**src/rtl/seq_left_rotator.sv**
```systemverilog
`default_nettype none
// ============================================================================
// Module   : seq_left_rotator
// Purpose  : Multi-cycle left barrel rotator, one log2 stage per clock,
//            with a start/busy/done handshake.
// Revision : 1.0
// ============================================================================
module seq_left_rotator #(
    parameter int N = 3
) (
    input  logic              clk,
    input  logic              reset,
    input  logic              start,
    input  logic [(1<<N)-1:0] a,
    input  logic [N-1:0]      amt,
    output logic [(1<<N)-1:0] y,
    output logic              busy,
    output logic              done
);

    localparam int W  = 1 << N;
    localparam int KW = (N > 1) ? $clog2(N) : 1;
    localparam logic [KW-1:0] C_K_LAST = KW'(N - 1);
    localparam logic [N-1:0]  C_ONE    = N'(1);

    typedef enum logic [1:0] {
        S_IDLE = 2'd0,
        S_ROT  = 2'd1,
        S_DONE = 2'd2
    } state_t;

    state_t        r_state;
    state_t        w_next;
    logic [W-1:0]  r_data;
    logic [W-1:0]  r_y;
    logic [W-1:0]  w_stage;
    logic [N-1:0]  r_amt;
    logic [N-1:0]  w_sh;
    logic [N-1:0]  w_shr;
    logic [KW-1:0] r_k;

    // Stage k rotates by 2**k; the complementary right shift is W - 2**k,
    // which wraps to the two's complement of w_sh in N bits.
    assign w_sh    = C_ONE << r_k;
    assign w_shr   = ~w_sh + C_ONE;
    assign w_stage = r_amt[r_k] ? ((r_data << w_sh) | (r_data >> w_shr)) : r_data;

    always_ff @(posedge clk or posedge reset) begin
        if (reset) begin
            r_state <= S_IDLE;
        end else begin
            r_state <= w_next;
        end
    end

    always_comb begin
        w_next = r_state;
        case (r_state)
            S_IDLE: begin
                if (start) begin
                    w_next = S_ROT;
                end
            end
            S_ROT: begin
                if (r_k == C_K_LAST) begin
                    w_next = S_DONE;
                end
            end
            S_DONE: begin
                w_next = S_IDLE;
            end
            default: begin
                w_next = S_IDLE;
            end
        endcase
    end

    always_ff @(posedge clk or posedge reset) begin
        if (reset) begin
            r_data <= '0;
            r_amt  <= '0;
            r_k    <= '0;
            r_y    <= '0;
        end else begin
            case (r_state)
                S_IDLE: begin
                    if (start) begin
                        r_data <= a;
                        r_amt  <= amt;
                        r_k    <= '0;
                    end
                end
                S_ROT: begin
                    r_data <= w_stage;
                    if (r_k == C_K_LAST) begin
                        r_y <= w_stage;
                    end else begin
                        r_k <= r_k + 1'b1;
                    end
                end
                default: begin
                end
            endcase
        end
    end

    assign y    = r_y;
    assign busy = (r_state != S_IDLE);
    assign done = (r_state == S_DONE);

endmodule
`default_nettype wire

```
**config.mk**
```make
export PLATFORM = sky130hd
export DESIGN_NAME = seq_left_rotator
export DESIGN_NICKNAME = d
export VERILOG_FILES = /design/src/rtl/seq_left_rotator.sv
export SDC_FILE = /design/constraint.sdc
export NUM_CORES = 1
export LEC_CHECK = 0
export ABC_AREA = 1
export BUFFER_PORTS_ARGS = -buffer_cell sky130_fd_sc_hd__clkbuf_2
export CORE_AREA = 2 2 41 80
export CTS_BUF_LIST = sky130_fd_sc_hd__clkbuf_4 sky130_fd_sc_hd__clkbuf_8 sky130_fd_sc_hd__clkbuf_16
export DETAILED_ROUTE_END_ITERATION = 10
export DIE_AREA = 0 0 43 82
export PLACE_DENSITY_LB_ADDON = 0.12
export RECOVER_POWER = 100
export SYNTH_ARGS = -nofsm -noshare
export SYNTH_HDL_FRONTEND = slang
export SYNTH_SLANG_ARGS = --single-unit
```
**constraint.sdc**
```tcl
create_clock -name clk -period 2.7 [get_ports clk]
set_clock_uncertainty 0.2 [all_clocks]
set_input_delay 0.54 -clock clk [delete_from_list [all_inputs] [get_ports clk]]
set_output_delay 0.54 -clock clk [all_outputs]
set_load 0.005 [all_outputs]
```
==> results of run 1 <==
## layout by cell type (no fill, tap or decap), types with 3 or more instances in the layout
cell type  count
clkbuf_2      20
clkbuf_8       3
dfrtp_1       23
ha_1           6
nor2_1        19
nand3_1       33
o211ai_1       6
o21ai_0       11
nand2_2        5
o21ai_1        4
nand2_1      105
inv_1         30
## cell type report
cell class / count / area, um2
fillers: 291 / 1090
multi-input cells: 201 / 950
flip-flops and latches: 23 / 576
inverters: 32 / 123
repair buffers: 24 / 119
clock buffers: 4 / 48.8
well taps: 30 / 37.5
## state kept, by name, summed over array words and instances, names as in the netlist
name     cells
r_amt        3
y            8
r_state      2
r_k          2
r_data       8
## through the flow
step                power [mW]  worst slack, ns
floorplan                 2.14            0.953
global route              3.09           0.0649
detailed placement        2.55            0.418
finish                    2.78            0.225
CTS                       2.78            0.411
global placement          2.54            0.444
## kinds of logic (layout without fill, tap and decap cells)
group                    after synthesis  after routing  share of synthesized area (%)
AND/OR/NAND/NOR                      168            168                           41.8
AO/OA/AOI/OAI                         26             26                           9.12
adder cells (fa/ha/maj)                6              6                           4.38
buffers and inverters                 39             60                           10.6
XOR/XNOR                               1              1                          0.511
flip-flops                            23             23                           33.6
## power breakdown
| group | internal (mW) | switching, mW |
|---|---|---|
| clock network | 0.115 | 0.106 |
| registers | 0.520 | 0.143 |
| logic | 0.619 | 1.27 |
| total | 1.25 | 1.52 |
## worst min path at each step
stage	start	depth (start not counted)	to
5_1_grt	amt[2]	3	r_amt[2]$_DFFE_PP0P_
6_report	reset	2	y[2]$_DFFE_PP0P_
2_1_floorplan	r_amt[0]$_DFFE_PP0P_	2	r_amt[0]$_DFFE_PP0P_
4_1_cts	reset	2	y[0]$_DFFE_PP0P_
3_5_place_dp	y[7]$_DFFE_PP0P_	2	y[7]$_DFFE_PP0P_
3_3_place_gp	y[6]$_DFFE_PP0P_	2	y[6]$_DFFE_PP0P_
## layer usage
| metal | vias up | wire length, um |
|---|---|---|
| li1 | 872 | - |
| met1 | 773 | 1780 |
| met2 | 63 | 2250 |
| met3 | 24 | 163 |
| met4 | 0 | 248 |
| met5 | - | 0 |
==> results.json, run 1 <==
{
  "arrival_ns": 2.42,
  "cts_root_buffer": "clkbuf_8",
  "synth_top_area_cell": "dfrtp_1",
  "postSynthNetCount": 283,
  "ys.warnings.count": 0,
  "grt_pass1_vias": 1708,
  "crit_chain": "inv_1 > ha_1 > inv_1 > nor2_1 > inv_2 > nand2_1 > o21ai_1",
  "nets": 305,
  "syn_area_mm2": 0.00171,
  "design_area_mm2": 0.00185,
  "clk_path_buf_depth": 2,
  "cts.sinks": 23,
  "r2r_slack_ns": 0.22,
  "min_period_ns": 2.48,
  "timing.hold.ws_ns": 0.231,
  "cp.required_ns": 2.64,
  "busiest_layer": "met2",
  "worst-path-buf-inv": 3,
  "syn_inst": 263,
  "yosysMostFrequentCell": "nand2_1",
  "globalplace.congestion": 1.04,
  "synth_top_area_share_pct": 33.6,
  "fin_cells": 314,
  "cp-start-kind": "register",
  "cts_hold_buf": 0,
  "timing.rr.end": "y[0]$_DFFE_PP0P_",
  "clk-insertion-delay-late_ns": 0.26,
  "drv_cap": 0,
  "drt-total-wl_mm": 4.44,
  "ys_top_cells_by_area": "dfrtp_1, nand2_1, nand3_1, inv_1, ha_1",
  "cts_max_level": 1,
  "crit_family": "simple AND/OR/NAND/NOR gates",
  "die_w_um": 43,
  "cts_resized": 0,
  "endpoint_kind": "register",
  "fp.dieH_um": 82,
  "num_io_pins": 24,
  "power-per-cell-area_mw_per_mm2": 1500,
  "reg2regPathDepth": 7,
  "met3_usage_pct": 3.08,
  "drive_above_1_share_pct": 13.0,
  "rsz0062_at_grt": "no",
  "vias": 1732,
  "crit_slowest_cell": "nor2_1",
  "diodes": 0,
  "met2_usage_pct": 49.4,
  "timing.final.crit_share_pct": 91.7,
  "synth_ff_type": "dfrtp_1",
  "hold_viol": 0,
  "cp-endpoint": "y[0]$_DFFE_PP0P_",
  "synth-seq-cells": 23,
  "grt_pass1_wl_mm": 7.83,
  "cts_setup_buffers": 0,
  "setup_viol": 0,
  "core_area_mm2": 0.00294,
  "grt-ovfl-total": 0,
  "area_delta_synth_final_pct": 8.10,
  "yosysSeqAreaShare_pct": 33.6,
  "synth-async-reset-ratio_pct": 100,
  "setup-tns-final_ns": 0,
  "clk_pin_slew_ns": 0.08,
  "r2r-start": "r_k[0]$_DFFE_PP0P_",
  "antenna_found_initial": 0,
  "hpwl_mm": 3.51,
  "vias_per_cell": 5.52,
  "grt_use_total_pct": 29.1,
  "std_cell_rows": 28,
  "initialDrtViolationCount": 68,
  "ys_types": 23,
  "path_max_fanout": 9,
  "cpMostUsedCell": "inv_1",
  "cts_inserted_buffers": 3,
  "grt_max_degree": 24,
  "ant_nets": 0,
  "slowest_delay_ns": 0.54,
  "dp.cells": 310,
  "fin_util_pct": 63.0,
  "vdd.ir_drop.worst_mv": 0.755,
  "syn_avg_cell_area_um2": 6.52,
  "max_freq_mhz": 404,
  "drc": 0,
  "critPathLaunch": "r_k[0]$_DFFE_PP0P_",
  "dpl-instance-area_mm2": 0.00182,
  "io_buffers": 23,
  "cts_tree": "yes",
  "relSlewSlack_pct": 41.4,
  "leakagePower_nw": 1.03,
  "maxSlewViolCount": 0,
  "min-delay-path-class": "in2async",
  "design.die.area_mm2": 0.00353,
  "critPathKind": "reg2reg",
  "synth-edff-count": 0,
  "status": "finished clean",
  "grt_util_met1_pct": 34.2,
  "ys_top_cells_by_count": "nand2_1, nand3_1, inv_1, dfrtp_1, nor2_1",
  "start_util_pct": 58.2,
  "drtPass1Iterations": 4,
  "tightest_slew_ns": 0.878,
  "avgRoutedWirePerCell_um": 14.1,
  "cp_num_cells": 7
}
(Power assumes the default switching activity.)
==> run 2, diff against run 1 <==
==> constraint.sdc (replaced) <==
create_clock -name clk -period 3 [get_ports clk]
set_clock_uncertainty 0.2 [all_clocks]
set_input_delay 0.6 -clock clk [delete_from_list [all_inputs] [get_ports clk]]
set_output_delay 0.6 -clock clk [all_outputs]
set_load 0.005 [all_outputs]
==> run 2 against run 1 <==
  * Critical path depth up 3
  * Clock-buffer cell count unchanged
  * Die area unchanged
  * Highest routed layer unchanged
  * Non-clock buffer count unchanged
==> results.json, run 2 (synthesis gave the netlist of run 1 again) <==
{
  "layout_common_cells": "nand2_1, nand3_1, inv_1",
  "pre_cts_ws_ns": 0.721,
  "path_max_fanout": 14,
  "design.die.area_mm2": 0.00353,
  "hold_viol": 0,
  "cts_inserted_buffers": 3,
  "cp.required_ns": 3.00,
  "cts_root_buffer": "clkbuf_8",
  "critPathLaunch": "r_k[0]$_DFFE_PP0P_",
  "start_util_pct": 58.2,
  "r2r_slack_ns": 0.43,
  "grt-ovfl-total": 0,
  "rsz0062_at_grt": "no",
  "avgRoutedWirePerCell_um": 16.0,
  "power-per-cell-area_mw_per_mm2": 1380,
  "critPathKind": "reg2reg",
  "dp.cells": 310,
  "grt_pass1_wl_mm": 8.27,
  "clk_path_buf_depth": 2,
  "vias": 1775,
  "nets": 305,
  "status": "finished clean",
  "globalplace.congestion": 1.03,
  "max_freq_mhz": 389,
  "cts_tree": "yes",
  "vdd.ir_drop.worst_mv": 0.635,
  "grt_use_total_pct": 32.0,
  "grt_pass1_vias": 1782,
  "io_buffers": 23,
  "fin_ws_ns": 0.428,
  "clk_pin_slew_ns": 0.08,
  "hpwl_mm": 3.81,
  "setup-tns-final_ns": 0,
  "area_delta_synth_final_pct": 7.59,
  "r2r-start": "r_k[0]$_DFFE_PP0P_",
  "initialDrtViolationCount": 53,
  "grt_max_degree": 24,
  "clk-insertion-delay-late_ns": 0.26,
  "num_io_pins": 24,
  "reg2regPathDepth": 10,
  "std_cell_rows": 28,
  "maxSlewViolCount": 0,
  "min-delay-path-class": "in2async",
  "leakagePower_nw": 1.02,
  "cts_setup_buffers": 0,
  "core_area_mm2": 0.00294,
  "fp.dieH_um": 82,
  "min_period_ns": 2.57,
  "antenna_found_initial": 0,
  "timing.final.crit_share_pct": 85.7,
  "arrival_ns": 2.57,
  "endpoint_kind": "register",
  "fin_cells": 314,
  "drv_cap": 0,
  "cts.sinks": 23,
  "cp-endpoint": "y[5]$_DFFE_PP0P_",
  "cts_max_level": 1,
  "drt-total-wl_mm": 5.02,
  "final_common_cell": "nand2_1",
  "cts_hold_buf": 0,
  "cts_resized": 0,
  "setup_viol": 0,
  "drc": 0,
  "timing.rr.end": "y[5]$_DFFE_PP0P_",
  "cp-start-kind": "register",
  "die_w_um": 43,
  "tightest_slew_ns": 0.852,
  "diodes": 0,
  "relSlewSlack_pct": 43.1,
  "drive_above_1_share_pct": 11.6,
  "drtPass1Iterations": 5,
  "vias_per_cell": 5.65,
  "ant_nets": 0
}
## run 2: changes by cell type in the layout (fill, tap and decap cells not counted)
cell / previous run / this run
clkbuf_2: 20 / 17
clkbuf_1: 2 / 4
o21ai_0: 11 / 13
o21ai_1: 4 / 2
buf_1: 1 / 2
nand3_1: 33 / 34
nand3_2: 2 / 1
## run 2: routing by layer
layer	track usage (%)	up-vias	share of wire, %
met3	1.54	22	4.1
met1	34.1	811	36
met4	17.0	0	4.0
met2	61.1	66	56
met5	0	-	0
li1	-	876	-
## run 2: worst max-delay path: stages, from the launching register on
cell and delay, ns:
dfrtp_1 0.43, inv_1 0.19, ha_1 0.51, inv_1 0.24
o21ai_0 0.38, nand2_1 0.09, nand2_1 0.10, nand2_1 0.06
nand3_1 0.13, nand3_1 0.08, nand2_1 0.09
## run 2: how the worst min path moves through the flow
stage                               startpoint                    to  slack [ns]  depth (start not counted)
final                                    reset      y[1]$_DFFE_PP0P_        0.28                          2
after global routing      r_amt[2]$_DFFE_PP0P_  r_amt[2]$_DFFE_PP0P_        0.31                          2
after CTS                     y[2]$_DFFE_PP0P_      y[2]$_DFFE_PP0P_        0.29                          2
after floorplan           r_amt[0]$_DFFE_PP0P_  r_amt[0]$_DFFE_PP0P_        0.25                          2
after detailed placement      y[2]$_DFFE_PP0P_      y[2]$_DFFE_PP0P_        0.27                          2
after global placement        y[7]$_DFFE_PP0P_      y[7]$_DFFE_PP0P_        0.27                          2
## run 2: layout make-up
cell class / instances / area [um2]
multi-input combinational: 201 / 945
tap: 30 / 37.5
timing repair buffer: 24 / 115
clock buffer: 4 / 48.8
fill: 308 / 1100
sequential: 23 / 576
inverter: 32 / 123
## run 2: through the flow
stage	cell area (um2)	utilization (%)	hold slack, ns	power (mW)
global placement	1820	61.7	0.267	2.34
floorplan	1710	-	0.249	1.92
finish	1840	62.7	0.284	2.55
detailed placement	1820	61.7	0.268	2.34
global route	1840	62.7	0.312	2.82
CTS	1860	63.4	0.289	2.57
## run 2: power breakdown
| part | internal [mW] | switching (mW) |
|---|---|---|
| Clock | 0.104 | 0.0922 |
| Sequential | 0.468 | 0.146 |
| Combinational | 0.548 | 1.19 |
